<file path="config.mk">
export PLATFORM = sky130hd
export DESIGN_NAME = picosoc_mem_arb
export DESIGN_NICKNAME = d
export VERILOG_FILES = /design/src/rtl/picosoc_mem_arb_pkg.sv /design/src/rtl/picosoc_rr_arb2.sv /design/src/rtl/picosoc_mem_arb.sv
export SDC_FILE = /design/constraint.sdc
export NUM_CORES = 1
export LEC_CHECK = 0
export ABC_CLOCK_PERIOD_IN_PS = 3800
export CORE_AREA = 2 2 114 116
export DETAILED_ROUTE_END_ITERATION = 16
export DIE_AREA = 0 0 116 118
export DONT_BUFFER_PORTS = 1
export PLACE_DENSITY = 0.47
export SLEW_MARGIN = 15
export SYNTH_ARGS = -nofsm -noshare
export SYNTH_HDL_FRONTEND = slang
export SYNTH_SLANG_ARGS = --single-unit
</file>
<file path="constraint.sdc">
create_clock -name clk -period 3.8 [get_ports clk]
set_input_delay 0.19 -clock clk [delete_from_list [all_inputs] [get_ports clk]]
set_output_delay 0.19 -clock clk [all_outputs]
set_load 0.01 [all_outputs]
</file>
<file path="src/rtl/picosoc_mem_arb_pkg.sv">
// Shared types and constants for the PicoSoC two-master SRAM arbiter/bridge.
package picosoc_mem_arb_pkg;

    localparam int unsigned ADDR_W     = 32;
    localparam int unsigned DATA_W     = 32;
    localparam int unsigned STRB_W     = 4;
    localparam int unsigned MEM_ADDR_W = 22;

    typedef enum logic [1:0] {
        ST_IDLE   = 2'd0,
        ST_ACCESS = 2'd1,
        ST_RESP   = 2'd2
    } state_t;

    typedef enum logic {
        MID_CPU = 1'b0,
        MID_LDR = 1'b1
    } mid_t;

    typedef struct packed {
        logic [ADDR_W-1:0] addr;
        logic [DATA_W-1:0] wdata;
        logic [STRB_W-1:0] wstrb;
    } mem_req_t;

endpackage

</file>
<file path="src/rtl/picosoc_rr_arb2.sv">
// Combinational 2-way round-robin grant: on a tie the master not granted last wins.
module picosoc_rr_arb2
    import picosoc_mem_arb_pkg::*;
(
    input  logic cpu_valid,
    input  logic ldr_valid,
    input  mid_t last_grant,
    output logic gnt_valid_c,
    output mid_t gnt_id_c
);

    always_comb begin
        gnt_valid_c = cpu_valid | ldr_valid;
        gnt_id_c    = MID_CPU;
        if (cpu_valid && ldr_valid) begin
            if (last_grant == MID_CPU) begin
                gnt_id_c = MID_LDR;
            end
        end else if (ldr_valid) begin
            gnt_id_c = MID_LDR;
        end
    end

endmodule

</file>
<file path="src/rtl/picosoc_mem_arb.sv">
// Two-master round-robin arbiter bridging PicoRV32-native requests onto a
// registered byte-writable SRAM port, with out-of-range flagging.
module picosoc_mem_arb
    import picosoc_mem_arb_pkg::*;
#(
    parameter int unsigned WORDS = 512
) (
    input  logic                  clk,
    input  logic                  resetn,

    input  logic                  cpu_valid,
    output logic                  cpu_ready,
    input  logic [ADDR_W-1:0]     cpu_addr,
    input  logic [DATA_W-1:0]     cpu_wdata,
    input  logic [STRB_W-1:0]     cpu_wstrb,
    output logic [DATA_W-1:0]     cpu_rdata,

    input  logic                  ldr_valid,
    output logic                  ldr_ready,
    input  logic [ADDR_W-1:0]     ldr_addr,
    input  logic [DATA_W-1:0]     ldr_wdata,
    input  logic [STRB_W-1:0]     ldr_wstrb,
    output logic [DATA_W-1:0]     ldr_rdata,

    output logic [STRB_W-1:0]     mem_wen,
    output logic [MEM_ADDR_W-1:0] mem_addr,
    output logic [DATA_W-1:0]     mem_wdata,
    input  logic [DATA_W-1:0]     mem_rdata,

    output logic                  err
);

    state_t                  state_q, state_d;
    mid_t                    gnt_q, gnt_d;
    mid_t                    last_q, last_d;
    logic                    in_range_q, in_range_d;
    logic [STRB_W-1:0]       mem_wen_d;
    logic [MEM_ADDR_W-1:0]   mem_addr_d;
    logic [DATA_W-1:0]       mem_wdata_d;
    logic                    cpu_ready_d, ldr_ready_d, err_d;

    logic                    arb_valid_c;
    mid_t                    arb_id_c;
    mem_req_t                sel_req_c;
    logic [MEM_ADDR_W-1:0]   sel_idx_c;
    logic                    sel_in_range_c;
    logic                    unused_addr_lsb_c;

    picosoc_rr_arb2 u_rr_arb2 (
        .cpu_valid   (cpu_valid),
        .ldr_valid   (ldr_valid),
        .last_grant  (last_q),
        .gnt_valid_c (arb_valid_c),
        .gnt_id_c    (arb_id_c)
    );

    // Request mux and range check for the master about to be granted.
    always_comb begin
        if (arb_id_c == MID_LDR) begin
            sel_req_c = '{addr: ldr_addr, wdata: ldr_wdata, wstrb: ldr_wstrb};
        end else begin
            sel_req_c = '{addr: cpu_addr, wdata: cpu_wdata, wstrb: cpu_wstrb};
        end
        sel_idx_c      = sel_req_c.addr[MEM_ADDR_W+1:2];
        sel_in_range_c = (sel_req_c.addr[ADDR_W-1:MEM_ADDR_W+2] == '0) &&
                         ({1'b0, sel_idx_c} < (MEM_ADDR_W+1)'(WORDS));
    end

    // Byte offset is irrelevant for a word-addressed SRAM.
    assign unused_addr_lsb_c = ^sel_req_c.addr[1:0];

    always_ff @(posedge clk) begin
        if (!resetn) begin
            state_q    <= ST_IDLE;
            gnt_q      <= MID_CPU;
            last_q     <= MID_LDR;
            in_range_q <= 1'b0;
            mem_wen    <= '0;
            mem_addr   <= '0;
            mem_wdata  <= '0;
            cpu_ready  <= 1'b0;
            ldr_ready  <= 1'b0;
            err        <= 1'b0;
        end else begin
            state_q    <= state_d;
            gnt_q      <= gnt_d;
            last_q     <= last_d;
            in_range_q <= in_range_d;
            mem_wen    <= mem_wen_d;
            mem_addr   <= mem_addr_d;
            mem_wdata  <= mem_wdata_d;
            cpu_ready  <= cpu_ready_d;
            ldr_ready  <= ldr_ready_d;
            err        <= err_d;
        end
    end

    always_comb begin
        state_d     = state_q;
        gnt_d       = gnt_q;
        last_d      = last_q;
        in_range_d  = in_range_q;
        mem_wen_d   = mem_wen;
        mem_addr_d  = mem_addr;
        mem_wdata_d = mem_wdata;
        cpu_ready_d = 1'b0;
        ldr_ready_d = 1'b0;
        err_d       = 1'b0;

        unique case (state_q)
            ST_IDLE: begin
                if (arb_valid_c) begin
                    gnt_d       = arb_id_c;
                    in_range_d  = sel_in_range_c;
                    mem_addr_d  = sel_idx_c;
                    mem_wdata_d = sel_req_c.wdata;
                    mem_wen_d   = sel_in_range_c ? sel_req_c.wstrb : '0;
                    state_d     = ST_ACCESS;
                end
            end
            ST_ACCESS: begin
                mem_wen_d   = '0;
                cpu_ready_d = (gnt_q == MID_CPU);
                ldr_ready_d = (gnt_q == MID_LDR);
                err_d       = !in_range_q;
                state_d     = ST_RESP;
            end
            ST_RESP: begin
                last_d  = gnt_q;
                state_d = ST_IDLE;
            end
            default: begin
                state_d = ST_IDLE;
            end
        endcase
    end

    // SRAM read data only becomes valid in RESP, so it is steered through
    // combinationally behind the registered ready.
    assign cpu_rdata = (cpu_ready && in_range_q) ? mem_rdata : '0;
    assign ldr_rdata = (ldr_ready && in_range_q) ? mem_rdata : '0;

endmodule

</file>
# Word level (Yosys, flattened, before mapping)
# Index checks and enable logic that the tools add are counted.
# op_classes
order_cmp	1
n_eq_ne	3
mux	11
n_bitwise	2
n_reduce_logical	11
# ops
operator	n
2-to-1 mux 68 bit	1
2-to-1 mux 32 bit	2
< comparator 22 x 10 -> 1 bit, second input constant	1
zero test 8 bit	1
2-to-1 mux 4 bit	2
one-hot mux 4 bit (2 select lines)	1
AND reduction 2 bit	3
logical AND 1 bit	4
one-hot mux 2 bit (2 select lines)	1
2-to-1 mux 1 bit	3
== test 2 x 1 -> 1 bit, second input constant	1
== test 2 bit, second input constant	1
zero test 2 bit	1
2-to-1 mux 2 bit	1
inequality test 2 bit, second input constant	1
nonzero test 2 bit	1
zero test 1 bit	1
NOT 1 bit	1
bitwise OR 1 bit	1
# word_totals
reg_bits	66
input_bits	172
output_inout_bits	125
wordCells	38

# Longest topological paths before layout
# depth
depth_word	8
ltp_mapped	6
mapped_depth_nobuf	5

# Modules after synthesis
# A second synthesis with hierarchy kept.
# unflattened
hier_cells	386
area_unflattened_um2	3548.4
# modules_own_cells
mod	instances	cells_each	area_per_inst_um2	seq_area_each_um2
picosoc_mem_arb	1	384	3534.6	1321.3
picosoc_rr_arb2	1	2	13.8	0.0

# Worst setup path after synthesis
# No wires, ideal clock.
# synth_timing
path_type	input -> register
startpoint	in ldr_addr[20]
endpoint	reg mem_wen[0]
setup_time_ns	0.085
t_arrival_ns	1.381
required_ns	3.715
path_slack_ns	2.335
cell_stages	4
n_path_buf	0
path_cell_list	or4_4 > nor4_4 > a41oi_4 > o31ai_2
# synth_via
elab_chain_cells	6
# synth_rtl
item	line	rtl
start, declared	picosoc_mem_arb.sv:20	input logic [ADDR_W-1:0] ldr_addr,
2-to-1 mux 68 bit	picosoc_mem_arb.sv:59	if (arb_id_c == MID_LDR) begin
< comparator 22 x 10 -> 1 bit	picosoc_mem_arb.sv:66	({1'b0, sel_idx_c} < (MEM_ADDR_W+1)'(WORDS));
logical AND 1 bit	picosoc_mem_arb.sv:65	sel_in_range_c = (sel_req_c.addr[ADDR_W-1:MEM_ADDR_W+2] == '0) &&
2-to-1 mux 4 bit	picosoc_mem_arb.sv:117	mem_wen_d = sel_in_range_c ? sel_req_c.wstrb : '0;
2-to-1 mux 4 bit	picosoc_mem_arb.sv:112	if (arb_valid_c) begin
one-hot mux 4 bit (2 select lines)	picosoc_mem_arb.sv:110	unique case (state_q)
end signal, assigned	picosoc_mem_arb.sv:89	mem_wen <= mem_wen_d;
end, declared	picosoc_mem_arb.sv:25	output logic [STRB_W-1:0] mem_wen,
# Every way passes these cells. The select of a mux whose other input is x is not followed.
# A chain may end at the register's enable or synchronous reset.

# Final worst setup path
# layout_timing
startpoint	reg last_q
endpoint	reg mem_wdata[14]
# layout_via
elab_chain_cells	3
# layout_rtl
item	line	rtl
start, declared	picosoc_mem_arb.sv:35	mid_t last_q, last_d;
start signal, assigned	picosoc_mem_arb.sv:87	last_q <= last_d;
2-to-1 mux 1 bit	picosoc_rr_arb2.sv:16	if (last_grant == MID_CPU) begin
2-to-1 mux 1 bit	picosoc_rr_arb2.sv:15	if (cpu_valid && ldr_valid) begin
2-to-1 mux 68 bit	picosoc_mem_arb.sv:59	
end signal, assigned	picosoc_mem_arb.sv:91	mem_wdata <= mem_wdata_d;
end, declared	picosoc_mem_arb.sv:27	output logic [DATA_W-1:0] mem_wdata,
# Every way passes these cells.

==> results.txt <==
Status - complete, no violations
# resized after CTS - 0
FP Rows - 41
Critical path class - reg -> reg
Setup Skew - 7.15 ps
Hold buffers post-CTS - 2
Buffers plus inverters on the worst setup path - 1
RePlAce Congestion - 0.800
Initial antenna violation count - 0
Syn Area/Cell - 9.28 sq um
# setup viols final - 0
First-pass GRT wire length - 14,900 microns
Crit end category - flip-flop
Tot GR Track Use - 0.144
Area added between synthesis and finish - 13.3%
Wire per inst - 19.4 microns
Clk pin slew, worst setup/hold paths - 60 ps
CP max stage delay - 880 ps
Setup_tns - 0 ps
Clock buffer count from CTS - 9
CTS tree - built
Synth Register Bits - 66
Postcts setup bufs - 0
Post-synth EDFFs - 0
Required time worst endpoint - 4020 ps
Fin nets - 531
Initial core utilization - 0.284
Port bufs - 0
Arr. time, crit path - 2390 ps
Antenna viol nets, final - 0
CTS Buffer Depth - 2
Peak supply drop - 199 uV
Max Fclk - 461 MHz
Chip Height - 118 microns
Area of the multi-input gates - 2050 sq um
RSZ-0062 raised after global routing - no
MaxCap Viol Count - 0
Post-synth top cells - dfxtp_1 (66), and3_1 (64), nand2_1 (63)
Count leader, synth - dfxtp_1
Slew at the pin with the worst max-slew slack - 1120 ps
Tcrit/Tclk final - 0.571
Cell variety after synth - 27
Synth async-reset ratio - 0
DR iter-0 viols - 139
Number of global-route vias before repair - 2,609
Worst-path cell with the longest stage delay - a21boi_4
Hold crit path type - in -> reg
Critical path fanouts, max - 26
P_leak - 0.00217 uW
Worst setup SP type - flip-flop
# diodes - 0
Dpl cells - 518
Die area - 13,700 sq um
Yosys top cell by area - dfxtp_1
Share of cells above drive strength 1 - 0.0907
Yosys warning count - 0
Overall Power - 1960 uW
Initial DRT Pass Iterations - 4
Synthesized Nets - 552
Clk sink count - 66
Fin crit period - 2170 ps
Layout fillers - 1,284
Register area - 1320 sq um
Vias/cell - 5.33
Chip width - 116 microns
Ranking of synthesized cells by area - dfxtp_1 (37%), mux2i_1 (17%), o211a_1 (15%)
Synth Cell Area - 3530 sq um
Fin cells - 536
Share of the synthesized area in the top cell type - 0.375
Worst-Skew Late Latency - 330 ps
Largest net degree at the start of global routing - 73
Relative slew margins - 0.248
Primary FF master, synth - dfxtp_1
Slew Limit Fails - 0
DR vias - 2,858
WL final - 10,400 microns
Htree depth - 3
CP cell instances - a21boi_4, buf_4, mux2i_1, nand2_1, o211a_1
CTS Root Cell - clkbuf_16
Final hold violation count - 0
Seq/Total Area, Yosys - 0.375
Power per cell area - 491 nW/um^2
Total gr overflow - 0
Hpwl dp - 7630 microns
Core area - 12,400 sq um
Top Ports - 297
DRC - 0
Crit-path leading delay family - compound AO/OA/AOI/OAI gates
Synth Instances - 380
[tightest hold or removal path, cell delays in order]
cell	delay, ps
nand2_1	40
or2_2	110
nor2_1	40
[cell type report]
cell class | count | area share
clock inverters | 5 | 0.0150
inverters | 2 | 0.00188
flip-flops and latches | 66 | 0.331
multi-input cells | 273 | 0.513
repair buffers | 7 | 0.0219
clock buffers | 11 | 0.0633
well taps | 172 | 0.0539
[state kept, by name, summed over array words and instances (netlist names)]
register,flops
cpu_ready,1
err,1
gnt_q,1
in_range_q,1
last_q,1
ldr_ready,1
mem_addr,22
mem_wdata,32
mem_wen,4
state_q,2
[cell families after synthesis]
| family | after synthesis | share of synthesized area |
|---|---|---|
| AND/OR/NAND/NOR | 150 | 0.224 |
| flip-flops | 66 | 0.375 |
| AO/OA/AOI/OAI | 63 | 0.182 |
| multiplexers | 60 | 0.170 |
| buffers and inverters | 41 | 0.0483 |
[power by group]
part           total, uW  internal (uW)  switching, uW  leakage (uW)
Clock                860            547            313      0.000153
Sequential           855            765           90.8      0.000547
Combinational        249            112            136       0.00147
[layout by cell type, fill, tap and decap left out, types with 2 or more instances in the layout]
cell       Yosys  final
nand2_1       63     63
nor3_1         5      4
inv_6          0      2
nor4_1         6      6
and3_1        64     64
mux2i_1       60     60
o211a_1       54     54
nor2_1         4      4
buf_4          1      4
dfxtp_1       66     66
clkbuf_8       0      2
o31ai_2        4      4
clkbuf_16      0      9
inv_1          2      2
[final timing paths]
| kind | startpoint | endpoint | slack [ps] | cells past startpoint |
|---|---|---|---|---|
| worst max-delay path | last_q | mem_wdata[14] | 1630 | 5 |
| worst min-delay path | resetn | cpu_ready | 100 | 3 |
| worst max register to register | last_q | mem_wdata[14] | 1630 | 5 |
| worst min register to register | gnt_q | cpu_ready | 460 | 1 |
[per-stage QoR]
step,worst slack [ps],hold slack [ps],area [sq um],utilization
finish,1630,98.2,4000,0.322
global route,1470,92.6,4000,0.322
CTS,1580,84.5,4000,0.322
detailed placement,1590,270,3640,0.294
global placement,1620,259,3640,0.294
floorplan,2330,420,3530,-
[layer usage]
layer  global-route usage  vias up  wire length [microns]
li1                     -     1340                      -
met1                0.161     1358                   4080
met2                0.248      156                   5290
met3               0.0602        4                    981
met4               0.0402        0                     59
met5                    0        -                      0
No activity file was read; power rests on OpenSTA's default activity.
